`src/rtl/stopwatch_ctrl.sv`:
```
`default_nettype none
// +--------------------------------------------------------------------------+
// | stopwatch_ctrl                                                           |
// | Run-control sequencer: button edges -> run/prog/clear, expiry beep and   |
// | one-cycle leaderboard result records.                                    |
// | Rev 1.0                                                                  |
// +--------------------------------------------------------------------------+
module stopwatch_ctrl #(
  parameter int TIME_W      = 39,
  parameter int BEEP_CYCLES = 50_000_000
) (
  input  logic              clock,
  input  logic              reset,
  input  logic              startstop,
  input  logic              clear,
  input  logic              prog,
  input  logic              up,
  input  logic              zero,
  input  logic [TIME_W-1:0] time_in,
  output logic              run,
  output logic              prog_en,
  output logic              sw_clear,
  output logic              rec_valid,
  output logic [TIME_W-1:0] rec_time,
  output logic              rec_up,
  output logic              beep,
  output logic [2:0]        state
);

  localparam int              CNT_W       = $clog2(BEEP_CYCLES + 1);
  localparam logic [CNT_W-1:0] C_BEEP_LOAD = CNT_W'(BEEP_CYCLES);

  typedef enum logic [2:0] {
    S_IDLE  = 3'd0,
    S_PROG  = 3'd1,
    S_RUN   = 3'd2,
    S_PAUSE = 3'd3,
    S_DONE  = 3'd4
  } state_t;

  state_t            r_state;
  state_t            w_state_nxt;
  logic              r_ss_prev;
  logic              r_clr_prev;
  logic              r_mode_up;
  logic              r_sw_clear;
  logic              r_rec_valid;
  logic [TIME_W-1:0] r_rec_time;
  logic              r_rec_up;
  logic [CNT_W-1:0]  r_beep_cnt;

  logic w_ss_edge;
  logic w_clr_edge;
  logic w_sw_clear;
  logic w_capture;
  logic w_cap_up;
  logic w_beep_load;
  logic w_beep_kill;
  logic w_mode_load;

  assign w_ss_edge  = startstop & ~r_ss_prev;
  assign w_clr_edge = clear & ~r_clr_prev;

  always_comb begin
    w_state_nxt = r_state;
    w_sw_clear  = 1'b0;
    w_capture   = 1'b0;
    w_cap_up    = 1'b0;
    w_beep_load = 1'b0;
    w_beep_kill = 1'b0;
    w_mode_load = 1'b0;
    case (r_state)
      S_IDLE: begin
        if (w_clr_edge) w_sw_clear = 1'b1;
        if (prog) begin
          w_state_nxt = S_PROG;
        end else if (w_ss_edge && !(!up && zero)) begin
          // a count-down start from zero would expire immediately, so refuse it
          w_state_nxt = S_RUN;
          w_mode_load = 1'b1;
        end
      end
      S_PROG: begin
        if (!prog) w_state_nxt = S_IDLE;
        if (w_clr_edge) w_sw_clear = 1'b1;
      end
      S_RUN: begin
        if (!r_mode_up && zero) begin
          w_state_nxt = S_DONE;
          w_capture   = 1'b1;
          w_cap_up    = 1'b0;
          w_beep_load = 1'b1;
        end else if (w_ss_edge) begin
          w_state_nxt = S_PAUSE;
        end
      end
      S_PAUSE: begin
        if (w_clr_edge) begin
          w_state_nxt = S_IDLE;
          w_sw_clear  = 1'b1;
          if (r_mode_up && !zero) begin
            w_capture = 1'b1;
            w_cap_up  = 1'b1;
          end
        end else if (w_ss_edge) begin
          w_state_nxt = S_RUN;
        end
      end
      S_DONE: begin
        if (w_clr_edge) begin
          w_state_nxt = S_IDLE;
          w_sw_clear  = 1'b1;
          w_beep_kill = 1'b1;
        end
      end
      default: w_state_nxt = S_IDLE;
    endcase
  end

  // Button history resets high so a button held through reset gives no edge.
  always_ff @(posedge clock or posedge reset) begin
    if (reset) begin
      r_state     <= S_IDLE;
      r_ss_prev   <= 1'b1;
      r_clr_prev  <= 1'b1;
      r_mode_up   <= 1'b0;
      r_sw_clear  <= 1'b0;
      r_rec_valid <= 1'b0;
      r_rec_time  <= '0;
      r_rec_up    <= 1'b0;
      r_beep_cnt  <= '0;
    end else begin
      r_state     <= w_state_nxt;
      r_ss_prev   <= startstop;
      r_clr_prev  <= clear;
      r_sw_clear  <= w_sw_clear;
      r_rec_valid <= w_capture;
      if (w_mode_load) r_mode_up <= up;
      if (w_capture) begin
        r_rec_time <= time_in;
        r_rec_up   <= w_cap_up;
      end
      if (w_beep_load)            r_beep_cnt <= C_BEEP_LOAD;
      else if (w_beep_kill)       r_beep_cnt <= '0;
      else if (r_beep_cnt != '0)  r_beep_cnt <= r_beep_cnt - 1'b1;
    end
  end

  assign run       = (r_state == S_RUN);
  assign prog_en   = (r_state == S_PROG);
  assign state     = r_state;
  assign sw_clear  = r_sw_clear;
  assign rec_valid = r_rec_valid;
  assign rec_time  = r_rec_time;
  assign rec_up    = r_rec_up;
  // Loaded with BEEP_CYCLES on entry, so beep is high for exactly that many cycles.
  assign beep      = (r_beep_cnt != '0);

endmodule
`default_nettype wire
```
`config.mk`:
```
export PLATFORM = sky130hd
export DESIGN_NAME = stopwatch_ctrl
export DESIGN_NICKNAME = d
export VERILOG_FILES = /design/src/rtl/stopwatch_ctrl.sv
export SDC_FILE = /design/constraint.sdc
export NUM_CORES = 1
export LEC_CHECK = 0
export ABC_CLOCK_PERIOD_IN_PS = 3050
export BUFFER_PORTS_ARGS = -buffer_cell sky130_fd_sc_hd__buf_2
export CORE_MARGIN = 2
export CORE_UTILIZATION = 50
export DETAILED_ROUTE_END_ITERATION = 6
export PLACE_DENSITY = 0.78
export SLEW_MARGIN = 10
export SYNTH_ARGS = -nofsm -noshare
export SYNTH_HDL_FRONTEND = slang
export SYNTH_SLANG_ARGS = --single-unit
```
`constraint.sdc`:
```
create_clock -name clock -period 3.05 [get_ports clock]
set_input_delay 0.305 -clock clock [delete_from_list [all_inputs] [get_ports clock]]
set_output_delay 0.305 -clock clock [all_outputs]
set_load 0.1 [all_outputs]
```
* After elaboration in Yosys (flattened, before gate mapping)
Index checks and enable logic that the tools add are counted.
** Cells by class
- Eq/ne operators :: 9
- Bitwise logic cells :: 4
- Add/sub/neg operators :: 1
- Reductions and logical operators :: 13
- Mux-type cells :: 24
** Operator list (count)
- $mux W26 :: 3
- $reduce_bool A26 Y1 :: 1
- $sub A26 B1 Y26 const B :: 1
- $mux W3 :: 8
- $pmux W3 S5 :: 1
- $mux W1 :: 11
- $eq A3 B2 Y1 const B :: 2
- $ne A3 B3 Y1 const B :: 2
- $reduce_and A5 Y1 :: 1
- $logic_and A1 B1 Y1 :: 4
- $logic_not A1 Y1 :: 4
- $ne A2 B2 Y1 const B :: 2
- $reduce_or A4 Y1 :: 1
- $eq A3 B1 Y1 const B :: 1
- $eq A3 B3 Y1 const B :: 1
- $logic_not A3 Y1 :: 1
- $ne A3 B1 Y1 const B :: 1
- $reduce_bool A3 Y1 :: 1
- $and A1 B1 Y1 :: 2
- $not A1 Y1 :: 2
- $pmux W1 S2 :: 1
** Storage, ports and cells
- Input port bits :: 46
- Bits in registers :: 74
- Word-level logic and storage cells :: 60
- Output and inout port bits :: 48

* Longest topological paths before layout
Gate-level depths: netlist (run 1).
- Depth after elaboration :: 7
- Depth in mapped cells :: 9

* Least setup slack after synthesis (run 1)
Ideal clock, no wire load.
- Path kind :: reg2reg
- Start point :: register r_state[2], in the netlist state[2]
- End point :: register r_beep_cnt[0]
- Slack :: -555 ps
- Required time :: 2918 ps
- Clock period less this slack :: 3605 ps
- Stages on the path, launching flop included :: 8
- Data arrival time :: 3473 ps
- Cells stage by stage :: dfrtp_1 clkbuf_1 nand2b_1 nor2_1 nand2_1 nand2_1 clkbuf_1 nor2_1
** RTL lines
- start, declared :: RTL line 41 : state_t r_state;
- start signal, assigned :: RTL line 133 : r_state <= w_state_nxt;
- $eq A3 B2 Y1 *
- via run :: RTL line 20 : output logic run,
- $mux W1 * :: RTL line 72 : case (r_state)
- $reduce_bool A3 Y1 (no source line) / $mux W26 (equally long branches)
- end signal, assigned :: RTL line 145 : else if (r_beep_cnt != '0) r_beep_cnt <= r_beep_cnt - 1'b1;
- end, declared :: RTL line 50 : logic [CNT_W-1:0] r_beep_cnt;
The timed path passes the listed nets; every way through them passes the cells marked *.
A chain may end at the register's enable or synchronous reset.

* Worst setup path after layout (run 1)
- Start point :: register r_beep_cnt[0]
- End point :: output port beep
** On the way
- Cells in the longest elaborated chain, start to end :: 1
** RTL lines
- $reduce_bool A26 Y1 :: RTL line 157 : assign beep = (r_beep_cnt != '0);
- end, declared :: RTL line 26 : output logic beep,
No other way between the ends.

==> run_results.csv, run 1 <==
group,metric,value,unit
cells_and_area,layout_commonest_cell,"buf_2",
cells_and_area,drive_gt1_share,42.8,%
die,start_util,51.7,%
sta,layout_setup_ws,0.335,ns
sta,min_period,2.72,ns
yosys,seq_area_frac_synth,56.1,%
yosys,synth_edf_count,0,
critical_path,critPathBufInv,3,
yosys,synth_fp_nets,334,
job,cap_violations,0,
die,placementRows,29,
cells_and_area,fin_area,4070,sq um
critical_path,worst_ep_required_time,2.74,ns
cells_and_area,nets,425,
sta,report.final.slew_viol_count,0,
placement,hpwl,4930,um
yosys,synthCells,287,
die,core,6390,sq um
placement,place_congestion,0.860,
global_route,antenna_found_initial,0,
clock_tree,clk_latency,0.35,ns
sta,skew,0.0107,ns
critical_path,crit_slowest_cell,"or3b_2",
yosys,synthFlopType,"dfrtp_1",
placement,preCtsSetupSlack,0.628,ns
clock_tree,clk_pin_slew_worst_paths,0.08,ns
clock_tree,clock_path_buffers,2,
worst_hold_path,worstHoldPathType,"input pin to asynchronous set/reset pin",
yosys,ys_ff_latch,74,
routing,drtAntennaViolNets,0,
yosys,yosys_warnings,0,
routing,viasPerCell,5.41,
critical_path,cp_cell_sequence,"inv_1 -> ha_1 -> or3b_2 -> nor4_1 -> buf_4 -> nand2_2 -> buf_2",
routing,vias,2488,
clock_tree,holdBufCountCts,0,
global_route,grt_pass1_vias,2577,
cells_and_area,fill_cells,508,
sta,slew_headroom,52.1,%
critical_path,cp.arrival,2.41,ns
cells_and_area,diodes,0,
routing,wirelength,7120,um
critical_path,reg2reg_from,"r_beep_cnt[8]",
global_route,grt_max_degree,43,
critical_path,critPathKind,"flip-flop to primary output",
critical_path,slowest_delay,0.53,ns
clock_tree,ctsResizeCount,0,
sta,tns,0,ns
yosys,avgSynthCellArea,11.5,sq um
clock_tree,cts_tree,"done",
critical_path,crit_start,"r_beep_cnt[0]",
sta,worstMarginPinSlew,0.718,ns
routing,drt-wirelength-per-cell,15.5,um
cells_and_area,post-route-util,63.7,%
sta,setup_viol,0,
die,fp.dieH,85.3,um
critical_path,cp_top_family,"simple AND/OR/NAND/NOR gates",
yosys,synthArstFlopShare,100,%
yosys,syn-cell-area,3300,sq um
clock_tree,post-cts-setup-buffers,0,
clock_tree,cts_root_buf,"clkbuf_8",
clock_tree,cts_max_level,3,
cells_and_area,synthToLayoutAreaGrowth,23.1,%
die,die_x,85.3,um
critical_path,cp_max_fo,8,
sta,rsz0062_at_grt,"false",
die,ioPinCount,94,
cells_and_area,final_cell_mix,"93 x buf_2, 72 x dfrtp_1, 40 x mux2_2",
global_route,grt_pass1_wl,11900,um
global_route,grt_overflow,0,
routing,drt_iter0_drc,105,
sta,period_share,89.0,%
global_route,grt_use_total,20.6,%
placement,place_area,3840,sq um
critical_path,critPathLaunchType,"flip-flop",
sta,hold_violations,0,
critical_path,end_kind,"primary output",
routing,drc,0,
routing,drt_pass1_iterations,4,
clock_tree,cts_made_buffers,9,
yosys,ys_types,42,
clock_tree,clock_sinks,74,
placement,portBuffers,93,
sta,timing.fmax,368,MHz
outcome,status,"completed",
die,dieArea,7270,sq um
## synth_stat cells (4+ instances only)
master / number / share of area [%]
dfrtp_1: 72 / 55
mux2_2: 40 / 14
nor2_1: 27 / 3.1
o21ai_0: 14 / 2.1
nand2_1: 13 / 1.5
a21oi_1: 12 / 1.8
clkbuf_1: 10 / 1.1
xnor2_1: 9 / 2.4
nor3_1: 8 / 1.2
or4_1: 8 / 1.8
inv_1: 7 / 0.80
nor4_1: 7 / 1.3
nand2b_1: 6 / 1.1
xor2_1: 6 / 1.6
a211oi_1: 5 / 1.1
nand3_1: 4 / 0.61
nor2b_1: 4 / 0.76
## flip-flops by register name, summed over array words and instances (netlist names)
| register | count |
|---|---|
| r_beep_cnt | 26 |
| r_clr_prev | 1 |
| r_mode_up | 1 |
| r_ss_prev | 1 |
| rec_time | 39 |
| rec_up | 1 |
| rec_valid | 1 |
| state | 3 |
| sw_clear | 1 |
## through the flow
step / instances / hold slack, ns
2_1_floorplan: 287 / 0.309
3_3_place_gp: 444 / 0.426
3_5_place_dp: 444 / 0.429
4_1_cts: 460 / 0.0548
5_1_grt: 460 / 0.0588
6_report: 460 / 0.0692
## path summary, 6_finish.rpt
path	to	slack, ns	cells after the start
hold reg to reg	rec_time[32]	0.51	1
setup / recovery	beep	0.33	7
max in group asynchronous	r_beep_cnt[8]	2.31	3
setup reg to reg	r_beep_cnt[11]	0.61	5
min in group clock	r_clr_prev	0.07	1
hold / removal	rec_time[7]	0.07	2
## cell families (layout without fill, tap and decap cells)
logic type | after synthesis | after routing | synth area share, %
compound gates | 41 | 41 | 7.39
xor+xnor | 15 | 15 | 3.98
fa+ha+maj | 1 | 1 | 0.379
buf+inv | 23 | 119 | 2.84
flops | 74 | 74 | 56.1
mux | 42 | 42 | 14.2
simple gates | 91 | 91 | 15.0
## per-layer routing
layer	track usage (%)	wire, um	share of wire [%]
met5	0	0	0
met4	9.38	130	1.8
met3	6.52	535	7.5
met1	26.1	3080	43
met2	32.6	3370	47
## final cells by class
type                    count  area, sq um  area share [%]
clock buffers               9          124            3.05
clock inverters             7          100            2.46
inverters                   7         26.3           0.646
multi-input cells         190         1370            33.6
flip-flops and latches     74         1850            45.6
well taps                  77         96.3            2.37
repair buffers             96          500            12.3
Power of run 1 is not shown: default switching activity piles up to over one toggle a cycle in this logic, so the estimate is an artifact.
==> inputs of run 2 (changes only) <==
--- a/config.mk
+++ b/config.mk
@@ -10,7 +10,7 @@
 export CORE_MARGIN = 2
 export CORE_UTILIZATION = 50
 export DETAILED_ROUTE_END_ITERATION = 6
-export PLACE_DENSITY = 0.78
+export PLACE_DENSITY = 0.77
 export SLEW_MARGIN = 10
 export SYNTH_ARGS = -nofsm -noshare
 export SYNTH_HDL_FRONTEND = slang
==> run 2 against run 1 <==
Hold slack worse by 0.00056 ns. Non-clock buffer count unchanged. Utilization grew 0.22 points. Critical path type unchanged. Highest routed layer unchanged.
==> run_results.csv, run 2 (synthesis results as in run 1) <==
group,metric,value,unit
outcome,status,"completed",
routing,vias,2504,
sta,period_share,89.5,%
cells_and_area,largest_reg_flops,39,
clock_tree,ctsResizeCount,0,
clock_tree,cts_made_buffers,9,
placement,hpwl,5050,um
placement,portBuffers,93,
global_route,grt_pass1_wl,12000,um
critical_path,worst_ep_required_time,2.74,ns
die,ioPinCount,94,
cells_and_area,layout_commonest_cell,"buf_2",
clock_tree,clock_sinks,74,
die,placementRows,29,
critical_path,cp.arrival,2.42,ns
cells_and_area,nets,425,
sta,tns,0,ns
clock_tree,cts_max_level,3,
global_route,grt_overflow,0,
die,die_x,85.3,um
clock_tree,clk_latency,0.35,ns
worst_hold_path,worstHoldPathType,"input pin to flip-flop",
placement,place_congestion,0.864,
cells_and_area,synthToLayoutAreaGrowth,23.5,%
die,core,6390,sq um
routing,viasPerCell,5.44,
critical_path,end_kind,"primary output",
global_route,grt_use_total,21.0,%
cells_and_area,post-route-util,63.9,%
sta,timing.fmax,367,MHz
clock_tree,post-cts-setup-buffers,0,
sta,slew_headroom,49.7,%
die,start_util,51.7,%
sta,min_period,2.73,ns
die,dieArea,7270,sq um
routing,drt_pass1_iterations,4,
cells_and_area,final_cell_mix,"93 x buf_2, 72 x dfrtp_1, 40 x mux2_2",
global_route,antenna_found_initial,0,
clock_tree,cts_root_buf,"clkbuf_8",
global_route,grt_pass1_vias,2590,
routing,drt_iter0_drc,128,
critical_path,critPathKind,"flip-flop to primary output",
clock_tree,holdBufCountCts,0,
job,cap_violations,0,
sta,hold_violations,0,
placement,dp_cells,444,
cells_and_area,fin_area,4080,sq um
clock_tree,clk_pin_slew_worst_paths,0.08,ns
clock_tree,clock_path_buffers,2,
sta,report.final.slew_viol_count,0,
cells_and_area,final_cells,460,
sta,skew,0.00840,ns
cells_and_area,drive_gt1_share,42.8,%
die,fp.dieH,85.3,um
critical_path,cp_max_fo,8,
sta,worstMarginPinSlew,0.754,ns
placement,place_area,3850,sq um
cells_and_area,diodes,0,
clock_tree,cts_tree,"done",
sta,setup_viol,0,
routing,drc,0,
sta,rsz0062_at_grt,"false",
routing,wirelength,7240,um
routing,drt-wirelength-per-cell,15.7,um
routing,drtAntennaViolNets,0,
critical_path,critPathLaunchType,"flip-flop",
global_route,grt_max_degree,40,
[run 2: cell types whose count changed in the layout (fill, tap and decap cells not counted), sizes merged]
cell | before | now
clkinv | 0 | 1
clkinvlp | 3 | 2
[run 2: per-stage QoR]
stage	hold WS (ns)	worst slack, ns
after floorplan	0.309	0.0173
after global placement	0.423	0.678
after detailed placement	0.427	0.637
after CTS	0.0574	0.331
after global routing	0.0519	0.232
final	0.0686	0.322
[run 2: worst max-delay path, cell delays in order, from the launching register on]
cell and delay (ns):
dfrtp_1 0.42, or4_1 0.67, nor4_1 0.34, buf_4 0.18, nand2_2 0.12, buf_2 0.34
[run 2: worst paths after layout]
check / slack [ns] / to / cells after the start / from
max: 0.32 / beep / 5 / r_beep_cnt[8]
min: 0.07 / r_ss_prev / 1 / startstop
max reg2reg: 0.64 / r_beep_cnt[11] / 5 / r_beep_cnt[8]
min reg2reg: 0.51 / rec_time[3] / 1 / rec_time[3]
max in group asynchronous: 2.25 / r_clr_prev / 3 / reset
min in group asynchronous: 0.09 / state[0] / 2 / reset
[run 2: final cells by class]
class / count / area [sq um]
Tap cell: 77 / 96.3
Inverter: 7 / 26.3
Clock inverter: 7 / 101
Multi-Input combinational cell: 190 / 1370
Timing Repair Buffer: 96 / 513
Sequential cell: 74 / 1850
Clock buffer: 9 / 124
Fill cell: 517 / 2310
[run 2: layer usage]
layer | GRT usage, % | share of wire (%)
met5 | 0 | 0
met3 | 7.68 | 8.9
met2 | 33.2 | 47
met1 | 26.4 | 42
met4 | 8.51 | 1.6
Power of run 2 is left out for the same reason.
==> inputs of run 3 (changes only) <==
==> constraint.sdc (replaced) <==
create_clock -name clock -period 3.05 [get_ports clock]
set_input_delay 0.1525 -clock clock [delete_from_list [all_inputs] [get_ports clock]]
set_output_delay 0.1525 -clock clock [all_outputs]
set_load 0.1 [all_outputs]
==> run 3 against run 2 <==
Utilization is 0.37 points higher. Fmax increased by 4.8%. Routed wire length is 1.4% higher. Sequential cell count stayed put. Critical path depth stayed put. Design area increased by 0.58%. Clock skew rose by 0.0038 ns. Die area is the same. Sequential share of layout area is 0.26 points lower. Via count rose by 1.9%.
==> run_results.csv, run 3 (synthesis results as in run 1) <==
group,metric,value,unit
critical_path,worst_ep_required_time,2.90,ns
placement,hpwl,5210,um
sta,layout_setup_ws,0.446,ns
sta,tns,0,ns
routing,drtAntennaViolNets,0,
routing,drc,0,
placement,portBuffers,93,
cells_and_area,largest_reg_flops,39,
global_route,antenna_found_initial,0,
critical_path,cp_cell_sequence,"or4_1 -> nor4_1 -> buf_4 -> nand2_2 -> buf_2",
cells_and_area,diodes,0,
die,ioPinCount,94,
sta,min_period,2.60,ns
routing,vias,2552,
sta,hold_violations,0,
cells_and_area,synthToLayoutAreaGrowth,24.2,%
critical_path,cp_max_fo,9,
die,start_util,51.7,%
global_route,grt_max_degree,30,
critical_path,crit_slowest_cell,"or4_1",
clock_tree,cts_tree,"done",
clock_tree,cts_made_buffers,9,
cells_and_area,drive_gt1_share,42.6,%
placement,preCtsSetupSlack,0.615,ns
cells_and_area,layout_commonest_cell,"buf_2",
sta,report.final.slew_viol_count,0,
sta,skew,0.0122,ns
sta,setup_viol,0,
placement,place_congestion,0.866,
die,fp.dieH,85.3,um
sta,slew_headroom,57.2,%
clock_tree,clock_sinks,74,
routing,viasPerCell,5.50,
clock_tree,clock_path_buffers,2,
global_route,grt_pass1_wl,12800,um
critical_path,slowest_delay,0.70,ns
critical_path,critPathKind,"flip-flop to primary output",
sta,period_share,85.4,%
clock_tree,cts_root_buf,"clkbuf_8",
critical_path,cp.arrival,2.45,ns
critical_path,cp_top_family,"simple AND/OR/NAND/NOR gates",
sta,rsz0062_at_grt,"false",
cells_and_area,post-route-util,64.3,%
critical_path,end_kind,"primary output",
routing,wirelength,7350,um
global_route,grt_overflow,0,
global_route,grt_pass1_vias,2739,
critical_path,critPathLaunchType,"flip-flop",
cells_and_area,nets,429,
die,die_x,85.3,um
die,placementRows,29,
worst_hold_path,worstHoldPathType,"input pin to flip-flop",
outcome,status,"completed",
sta,worstMarginPinSlew,0.636,ns
sta,timing.fmax,384,MHz
routing,drt-wirelength-per-cell,15.8,um
clock_tree,clk_latency,0.35,ns
global_route,grt_use_total,22.2,%
routing,drt_pass1_iterations,4,
die,core,6390,sq um
job,cap_violations,0,
routing,drt_iter0_drc,162,
die,dieArea,7270,sq um
cells_and_area,final_cell_mix,"93 x buf_2, 72 x dfrtp_1, 40 x mux2_2",
critical_path,critPathBufInv,2,
clock_tree,cts_max_level,3,
clock_tree,clk_pin_slew_worst_paths,0.09,ns
==> run 3: cell count changes in the layout (fill, tap and decap cells not counted) <==
cell and change:
buf_12 -1, buf_4 +2, clkinv_2 +1, clkinv_4 +1
clkinvlp_4 -2, dlygate4sd3_1 +3
==> run 3: stage by stage <==
step,instances,instance area (sq um),hold slack (ns)
floorplan,287,3310,0.157
global placement,445,3850,0.255
detailed placement,445,3850,0.268
CTS,464,4100,0.0112
global route,464,4100,0.00159
finish,464,4100,0.0259
==> run 3: path summary, 6_finish.rpt <==
path / cells after the start / from / end / slack [ns]
max reg2reg: 5 / r_beep_cnt[4] / r_beep_cnt[11] / 0.59
min in group asynchronous: 3 / reset / state[1] / 0.42
min reg2reg: 1 / rec_time[21] / rec_time[21] / 0.51
max in group asynchronous: 4 / reset / r_beep_cnt[12] / 1.84
max: 5 / r_beep_cnt[4] / beep / 0.45
min: 2 / time_in[2] / rec_time[2] / 0.03
==> run 3: area by class of cell <==
class,count,area [sq um]
Sequential cell,74,1850
Clock buffer,9,124
Fill cell,501,2280
Clock inverter,7,100
Timing Repair Buffer,100,538
Multi-Input combinational cell,190,1370
Inverter,7,26.3
Tap cell,77,96.3
==> run 3: routing by layer <==
metal / wire, um / GRT usage (%)
met3: 574 / 8.85
met5: 0 / 0
met1: 3110 / 27.5
met2: 3570 / 35.6
met4: 95 / 7.50
==> run 3: worst register-to-register path, cell delays in order, from the launching register on <==
cell	delay (ns)
dfrtp_1	0.43
or4_1	0.70
or4_1	0.71
o211ai_1	0.26
xor2_1	0.17
nor2_1	0.06
==> run 3: timing repair <==
item / CTS / global route
gates resized for setup: 0 / 0
endpoints found under the hold margin: 27 / 0
setup buffers: 0 / 0
hold buffers: 3 / 0
Power of run 3 is left out for the same reason.
